## src/rtl/trap_ctrl.sv

```systemverilog
// rtl/trap_ctrl.sv - machine-mode trap sequencer: arbitrates exceptions/interrupts/MRET, strobes CSR file, drains core.
// Optional macro IRQ_SYNC_EN adds 2-flop synchronizers on the interrupt lines.
`ifndef MXLEN
`define MXLEN 32
`endif

module trap_ctrl #(
  parameter int FLUSH_CYCLES = 3,
  parameter int CNT_W        = 4
) (
  input  logic              clk,
  input  logic              rst,
  input  logic              ex_valid,
  input  logic [4:0]        ex_code,
  input  logic              mret_req,
  input  logic              instr_boundary,
  input  logic              mstatus_mie,
  input  logic [2:0]        mie_bits,
  input  logic              irq_ext,
  input  logic              irq_timer,
  input  logic              irq_soft,
  output logic              exception,
  output logic              mret,
  output logic              csr_read,
  output logic [`MXLEN-1:0] exception_num,
  output logic              pc_load,
  output logic              stall,
  output logic              flush
);

  typedef enum logic [1:0] {RUN, ENTER, RET, DRAIN} state_t;

  state_t           state, state_nxt;
  logic [CNT_W-1:0] cnt;
  logic             irq_ext_s, irq_timer_s, irq_soft_s;
  logic             irq_ok, take_mei, take_msi, take_mti, take_irq;
  logic [3:0]       irq_code;

`ifdef IRQ_SYNC_EN
  logic [2:0] irq_meta, irq_sync;

  always_ff @(posedge clk or posedge rst) begin
    if (rst) begin
      irq_meta <= '0;
      irq_sync <= '0;
    end else begin
      irq_meta <= {irq_ext, irq_timer, irq_soft};
      irq_sync <= irq_meta;
    end
  end

  assign {irq_ext_s, irq_timer_s, irq_soft_s} = irq_sync;
`else
  assign {irq_ext_s, irq_timer_s, irq_soft_s} = {irq_ext, irq_timer, irq_soft};
`endif

  // mie_bits = {MEIE, MTIE, MSIE}; a sync exception always wins over interrupts
  assign irq_ok   = mstatus_mie & instr_boundary & ~ex_valid;
  assign take_mei = irq_ok & mie_bits[2] & irq_ext_s;
  assign take_msi = irq_ok & mie_bits[0] & irq_soft_s;
  assign take_mti = irq_ok & mie_bits[1] & irq_timer_s;
  assign take_irq = take_mei | take_msi | take_mti;

  always_comb begin
    irq_code = 4'd7;
    if (take_mei)      irq_code = 4'd11;
    else if (take_msi) irq_code = 4'd3;
  end

  always_ff @(posedge clk or posedge rst) begin
    if (rst) begin
      state         <= RUN;
      cnt           <= '0;
      exception_num <= '0;
    end else begin
      state <= state_nxt;
      case (state)
        RUN: begin
          if (ex_valid)
            exception_num <= {1'b0, {(`MXLEN-6){1'b0}}, ex_code};
          else if (take_irq)
            exception_num <= {1'b1, {(`MXLEN-5){1'b0}}, irq_code};
        end
        ENTER, RET: cnt <= CNT_W'(FLUSH_CYCLES);
        DRAIN:      cnt <= cnt - CNT_W'(1);
        default:    cnt <= cnt;
      endcase
    end
  end

  always_comb begin
    state_nxt = state;
    case (state)
      RUN: begin
        if (ex_valid || take_irq) state_nxt = ENTER;
        else if (mret_req)        state_nxt = RET;
      end
      ENTER, RET: state_nxt = DRAIN;
      DRAIN:      if (cnt <= CNT_W'(1)) state_nxt = RUN;
      default:    state_nxt = RUN;
    endcase
  end

  always_comb begin
    exception = 1'b0;
    mret      = 1'b0;
    csr_read  = 1'b0;
    pc_load   = 1'b0;
    flush     = 1'b0;
    stall     = 1'b0;
    case (state)
      ENTER: begin
        exception = 1'b1;
        csr_read  = 1'b1;
        pc_load   = 1'b1;
        flush     = 1'b1;
        stall     = 1'b1;
      end
      RET: begin
        mret     = 1'b1;
        csr_read = 1'b1;
        pc_load  = 1'b1;
        flush    = 1'b1;
        stall    = 1'b1;
      end
      DRAIN:   stall = 1'b1;
      default: stall = 1'b0;
    endcase
  end

endmodule

```

## config.mk

```make
export PLATFORM = sky130hd
export DESIGN_NAME = trap_ctrl
export DESIGN_NICKNAME = d
export VERILOG_FILES = /design/src/rtl/trap_ctrl.sv
export SDC_FILE = /design/constraint.sdc
export NUM_CORES = 1
export LEC_CHECK = 0
export ABC_AREA = 1
export CAP_MARGIN = 5
export CORE_MARGIN = 2
export CORE_UTILIZATION = 63
export CTS_BUF_LIST = sky130_fd_sc_hd__clkbuf_8 sky130_fd_sc_hd__clkbuf_16
export DETAILED_ROUTE_END_ITERATION = 8
export DONT_BUFFER_PORTS = 1
export PLACE_DENSITY = 0.79
export SYNTH_ARGS = -nofsm -noshare
export SYNTH_HDL_FRONTEND = slang
export SYNTH_SLANG_ARGS = --single-unit
```

## constraint.sdc

```tcl
create_clock -name clk -period 2.4 [get_ports clk]
set_input_delay 0.48 -clock clk [delete_from_list [all_inputs] [get_ports clk]]
set_output_delay 0.48 -clock clk [all_outputs]
set_load 0.05 [all_outputs]
```

==> results <==
- In this run, synthesis produced a sequential element count of 12.
- Dividing the synthesized area by the synthesized cell count gives 8.22 um2.
- STA classifies the critical path startpoint as a flop.
- The area fraction in compound gates after synthesis is 9.46%.
- The number of ports placed on the die boundary is 55.
- The pin count of the biggest net entering global routing is 13.
- Counting flops with a built-in enable in the synthesized netlist gives 0.
- The startpoint of the worst register-to-register path is state[0].
- The multi-input gate area in the final layout is 502 um2.
- The number of detailed-route iterations in the first pass is 4.
- The initial antenna violation count is 0.
- The number of nets at the end of the flow is 144.
- The post-layout instance count excluding filler cells is 135.
- Counting along the longest clock path gives a buffer depth of 2.
- The total die area is 1880 um2.
- In the final layout, the share of cells above drive strength 1 is 16.8%.
- Synthesis handed over a netlist of 119 instances.
- The utilization of the core after routing is 61.9%.
- The worst slew margin relative to its limit is 60.2%.
- After detailed routing, the number of remaining DRC violations is 0.
- During placement, the flow inserted port buffers numbering 0.
- Summed over its instances, the top area cell type makes up 30.7% of the synthesized netlist area.
- The detailed placer's ending HPWL is 1.21 mm.
- The min-delay analysis places its worst path in the category primary input to asynchronous set/reset pin.
- The number of unique standard cell types used by synthesis is 24.
- The switching power is 0.950 mW.
- The source of the critical timing path is state[0].
- Once detail routing completed, the nets flagged for antenna violations numbered 0.
- For this design, the CTS-stage hold fixing added 0 buffers.
- The depth of the worst register-to-register path is 7.
- The adder-cell share of the synthesized area is 8.95%.
- The storage element area is 300 um2.
- The CTS sink count is 12.
- OpenSTA, run right after detailed placement, puts the worst setup slack at 743 ps.
- The CTS H-tree depth is 1.
- After detailed routing, the average wire length per cell comes to 10.9 um.
- The final critical path time including I/O delays and setup is 1930 ps.
- In this run the cell area measured after placement is 867 um2.
- Of the total power, combinational logic draws 51.7%.
- The via count of the first global-routing pass came to 593.
- The total number of yosys warnings is 0.
- Fill cells in the final layout number 129.
- STA puts the critical path data arrival time at 1450 ps.
- Setup repair after global routing left no endpoint under its margin.
- The upper clock frequency limit is 0.518 GHz.
- The worst setup path is of the flop to output port kind.
- The global-route wire length before repair is 2.35 mm.
- The kind of end point of the critical path is an output port.
- Max-cap violations in this run came to 0.
- The total negative slack is 0 ps.
- The floorplan step defined a core boundary enclosing 1490 um2.
- The total overflow left after global routing is 0.
- Global routing consumed, over all layers together, 16.7% of the routing resources.
- The sequential share of power is 34.1%.
- The final count of hold timing violations came to 0.
- Post-CTS repair changed the size of 0 cells.
- After clock tree synthesis, the clock-pin slew on the worst setup and hold paths is 50 ps.
- The post-synthesis share of cell area spent on xor and xnor gates is 0%.
- After floorplanning, the core was divided into 14 placement rows.
- The worst-case IR drop observed on VDD is 1.58 mV.
- The part of the total power dissipated in the clock network is 14.2%.
- The master cell of the clock root buffer is sky130_fd_sc_hd__clkbuf_8.
- The period utilization is 80.5%.
- The number of DRC markers in iteration 0 is 5.
- The power per cell area is 1690 nW/um2.
- The largest family of logic cells by synthesized area is buffers and inverters.
- The number of buffers inserted to repair setup after CTS is 0.
- The finished cells cover 922 um2.
- The sequential area share after synthesis is 30.7%.
- The maximum fanout along the worst path is 8.
- The final route contains 651 vias.
- The simple-gate area share of the yosys netlist is 21.9%.
- The synthesis-to-finish area growth is -5.75%.
- The number of diodes is 0.
- The required time reported for the critical path endpoint is 1920 ps.
- Routability-driven placement finished with a final weighted congestion of 0.818.
- The endpoint of the worst register-to-register path is state[1].
- The proportion of synthesized flip-flops having asynchronous set or reset is 100%.
- The setup slack on the worst flop-to-flop path is 710 ps.
- The internal portion of the total power is 0.606 mW.
- Across the routed clock network, the largest skew measured is 1.04 ps.
- In this run the static leakage power is 0.528 nW.
- Setup violations remaining at the end of the flow were counted as 0.
- Hold timing on the final database bottoms out at a slack of 138 ps.
- The measured slew at the worst slew-check pin is 597 ps.
- The vertical die dimension is 43.4 um.
- Net switching is 61.0% of the power.
- Once placement completed, the tool counted placed cells totaling 131.
- Summing internal, switching and leakage power gives 1.56 mW.
- The synthesized area is 978 um2.
- The number of buffers added by the clock tree synthesis step is 3.
- The clock reaches the later pin of the worst-skew pair after 240 ps.
- The post-detailed-route via-to-cell ratio is 4.82.
- In this run the horizontal extent of the chip is 43.4 um.
- The max-slew violation total from the final report is 0.
- The run finished with clean final reports.
- The initial utilization of the core area, before any placement, comes to 65.7%.
- The final worst setup slack is 468 ps.
- The primary flip-flop cell chosen by synthesis mapping is sky130_fd_sc_hd__dfrtp_1.
- The leading area contributor after synthesis is sky130_fd_sc_hd__dfrtp_1.
- After synthesis, the cell types taking the most area are sky130_fd_sc_hd__dfrtp_1, sky130_fd_sc_hd__buf_4, sky130_fd_sc_hd__ha_1.
- TritonCTS built the clock tree.
- In the synthesized netlist, mux cells make up 1.02% of the area.
- The routed design has 1.47 mm of wire.
synthesized netlist by cell type (2+ instances only):
cell type / n
sky130_fd_sc_hd__nor2_1: 10
sky130_fd_sc_hd__a21oi_1: 2
sky130_fd_sc_hd__and3_1: 2
sky130_fd_sc_hd__inv_1: 9
sky130_fd_sc_hd__buf_4: 28
sky130_fd_sc_hd__ha_1: 7
sky130_fd_sc_hd__nand2_1: 20
sky130_fd_sc_hd__o21ai_2: 5
sky130_fd_sc_hd__nand2_2: 7
sky130_fd_sc_hd__nor3_1: 2
sky130_fd_sc_hd__dfrtp_1: 12
sky130_fd_sc_hd__buf_6: 2
sky130_fd_sc_hd__o21ai_0: 2
layer usage:
metal	track usage, %	up-vias	routed length, um
met5	0	-	0
met2	29.0	35	777
met1	18.3	296	569
met4	8.48	0	17
met3	5.00	2	106
li1	-	318	-
logic make-up after synthesis:
group	after synthesis
AO/OA/AOI/OAI	13
buffers and inverters	40
adder cells (fa/ha/maj)	7
multiplexers	1
other	1
flip-flops	12
AND/OR/NAND/NOR	45
how the worst max path moves through the flow:
stage               slack [ps]  depth (start not counted)     to
floorplan                  590                          3  flush
global placement           810                          3  stall
detailed placement         740                          3  stall
CTS                        480                          3  stall
global route               410                          3  stall
finish                     470                          3  stall
cell type report:
| class | count | area share, % |
|---|---|---|
| timing repair buffer | 1 | 0.814 |
| sequential | 12 | 32.6 |
| clock buffer | 4 | 5.97 |
| tap | 16 | 2.17 |
| inverter | 10 | 4.07 |
| multi-input combinational | 92 | 54.4 |
critical path: stages (launching register included):
cell                      delay [ps]
sky130_fd_sc_hd__dfrtp_1         390
sky130_fd_sc_hd__inv_1           100
sky130_fd_sc_hd__ha_1            260
sky130_fd_sc_hd__inv_1           460
placed cells by master, fill, tap and decap left out, drive strengths merged, types with 2 or more instances in the layout:
cell type and count:
inv 10, nand2 27, ha 7, clkbuf 4, nor3 2, nand3 2
nor2 11, o21ai 7, and3 2, a21oi 2, dfrtp 12, conb 26
state kept, by name, summed over array words and instances, names as in the netlist:
signal and count:
exception_num 6, state 2, cnt 4
power groups by stage:
stage                     Combinational (mW)  Sequential [mW]  Clock [mW]
after detailed placement               0.802            0.535           0
after CTS                              0.808            0.532       0.224
after floorplan                        0.815            0.520           0
after global placement                 0.783            0.532           0
after global routing                   0.858            0.542       0.234
final                                  0.804            0.531       0.221
Power figures use the tool's default switching activity.
==> edit, RTL diff (same flow settings) <==
`CNT_W`: 4 -> 6.
--- a/src/rtl/trap_ctrl.sv
+++ b/src/rtl/trap_ctrl.sv
@@ -8,3 +8,3 @@
   parameter int FLUSH_CYCLES = 3,
-  parameter int CNT_W        = 4
+  parameter int CNT_W        = 6
 ) (
Check against the original RTL: same outputs for any inputs over 10 cycles, from zero or initial values and one cycle with rst high; that may be too few to reach the edited logic, so the function may still have changed.
==> edit against the unedited design <==
Hold slack improved by 0.013 ns; sequential cell count grew 2; die area increased by 10%; setup slack better by 0.034 ns; register-to-register slack improved by 0.05 ns; clock power up 5%; total power is 6.2% higher; synthesized cell count increased by 12%; design area increased by 12%; combinational power is 5.7% higher; utilization decreased by 0.21 points; synthesized area rose by 11%; wire length is 11% higher; critical path type unchanged.
==> edit: results (changes against the unedited design) <==
metric	value	unit	change
status	finished, final reports clean		unchanged
arrival	1.42	ns	was 1.45 ns
synth-xor-area-share	1.61	%	was 0%
gp_congestion	0.807		was 0.818
drt_iter0_markers	11		was 5
use_met3	5.16	%	was 5.00%
cts_root_buffer	clkbuf_8		unchanged
ir_worst_vdd	996	µV	was 1580 µV
clock_path_buffers	2		unchanged
grt_pass1_vias	609		was 593
crit_end	flush		was stall
grtUsageTotal	16.7	%	about the same
ys_top_cells_by_count	buf_4 (28), nand2_1 (22), dfrtp_1 (14)		was buf_4 (28), nand2_1 (20), dfrtp_1 (12)
synth_top_cells_by_area	dfrtp_1 (32%), buf_4 (19%), ha_1 (8.1%)		was dfrtp_1 (31%), buf_4 (21%), ha_1 (9.0%)
drive_above_1_share	18.0	%	was 16.8%
rrSetupSlack	0.76	ns	was 0.71 ns
path_max_fanout	4		was 8
synth_compound_area_share	8.64	%	was 9.46%
via_per_inst	4.85		was 4.82
finClkSkew	0.00318	ns	was 0.00104 ns
regToRegEndpoint	cnt[5]		was state[1]
period_minus_slack	1.90	ns	was 1.93 ns
nets	158		was 144
use_met1	18.0	%	was 18.3%
ys_seq_area_share	32.3	%	was 30.7%
synthAdderAreaFrac	8.06	%	was 8.95%
cpPeakStageDelay	0.40	ns	was 0.46 ns
reg.largest.list	cnt x6, exception_num x6, state x2		was exception_num x6, cnt x4, state x2
h-tree-depth	1		unchanged
use_met2	30.7	%	was 29.0%
dpl_worst_slack	0.771	ns	was 0.743 ns
worst_path_max_delay_cell	dfrtp_1		was inv_1
synthMuxAreaShare	0.922	%	was 1.02%
hpwl	1350	µm	was 1210 µm
reg2reg_depth	8		was 7
p_leak	0.589	nW	was 0.528 nW
grt_first_pass_wirelength	2450	µm	was 2350 µm
cts.clk_slew.worst_paths	0.06	ns	
routed_wl	1640	µm	was 1470 µm
worst_pin_slew	0.524	ns	was 0.597 ns
synth.distinct_cells	26		was 24
-- edit: cell types whose count changed in the layout (fill, tap and decap cells not counted), moves of 2 or more --
| cell | delta |
|---|---|
| nand2_1 | +2 |
| inv_2 | +3 |
| xor2_1 | +2 |
| o21ai_1 | +2 |
| dfrtp_1 | +2 |
| nor2_1 | +3 |
-- edit: cells by family after synthesis --
group / after synthesis
adders and majority gates: 7
other: 1
and+or+nand+nor: 50
xor gates and xnor gates: 2
muxes: 1
DFF: 14
AOI/OAI and AO/OA: 14
buffers and inverters: 44
-- edit: cell type report --
cell class / count / area (µm²)
clock buffer: 4 / 55.1
tap: 17 / 21.3
inverter: 14 / 52.6
timing repair buffer: 1 / 7.51
fill: 152 / 639
multi-input combinational: 100 / 544
sequential: 14 / 350
-- edit: worst reg2reg max path, stage by stage (launching register included) --
cell and delay [ns]:
dfrtp_1 0.40, inv_1 0.10, ha_1 0.26, inv_2 0.28, nand2_1 0.12, inv_2 0.08, nand4_1 0.09, xor2_1 0.15
nor2_1 0.05
-- edit: power breakdown --
group | internal [mW] | switching (mW) | leakage, nW | total, mW
Sequential | 0.321 | 0.249 | 0.174 | 0.570
Combinational | 0.189 | 0.662 | 0.387 | 0.850
Clock | 0.145 | 0.0866 | 0.0288 | 0.232
-- edit: metal layers --
layer	wire length (µm)	up-vias	share of wire, %
met4	20	0	1.2
met2	869	37	53
met5	0	-	0
met1	631	328	38
li1	-	361	-
met3	118	2	7.2
-- edit: through the flow --
stage	instance area (µm²)	hold slack (ns)	power, mW	cells	util [%]
finish	1030	0.151	1.65	150	61.7
global route	1030	0.197	1.75	150	61.7
CTS	1030	0.171	1.66	150	61.7
detailed placement	976	0.441	1.42	146	58.4
global placement	976	0.436	1.40	146	58.4
floorplan	1180	0.369	1.41	158	-
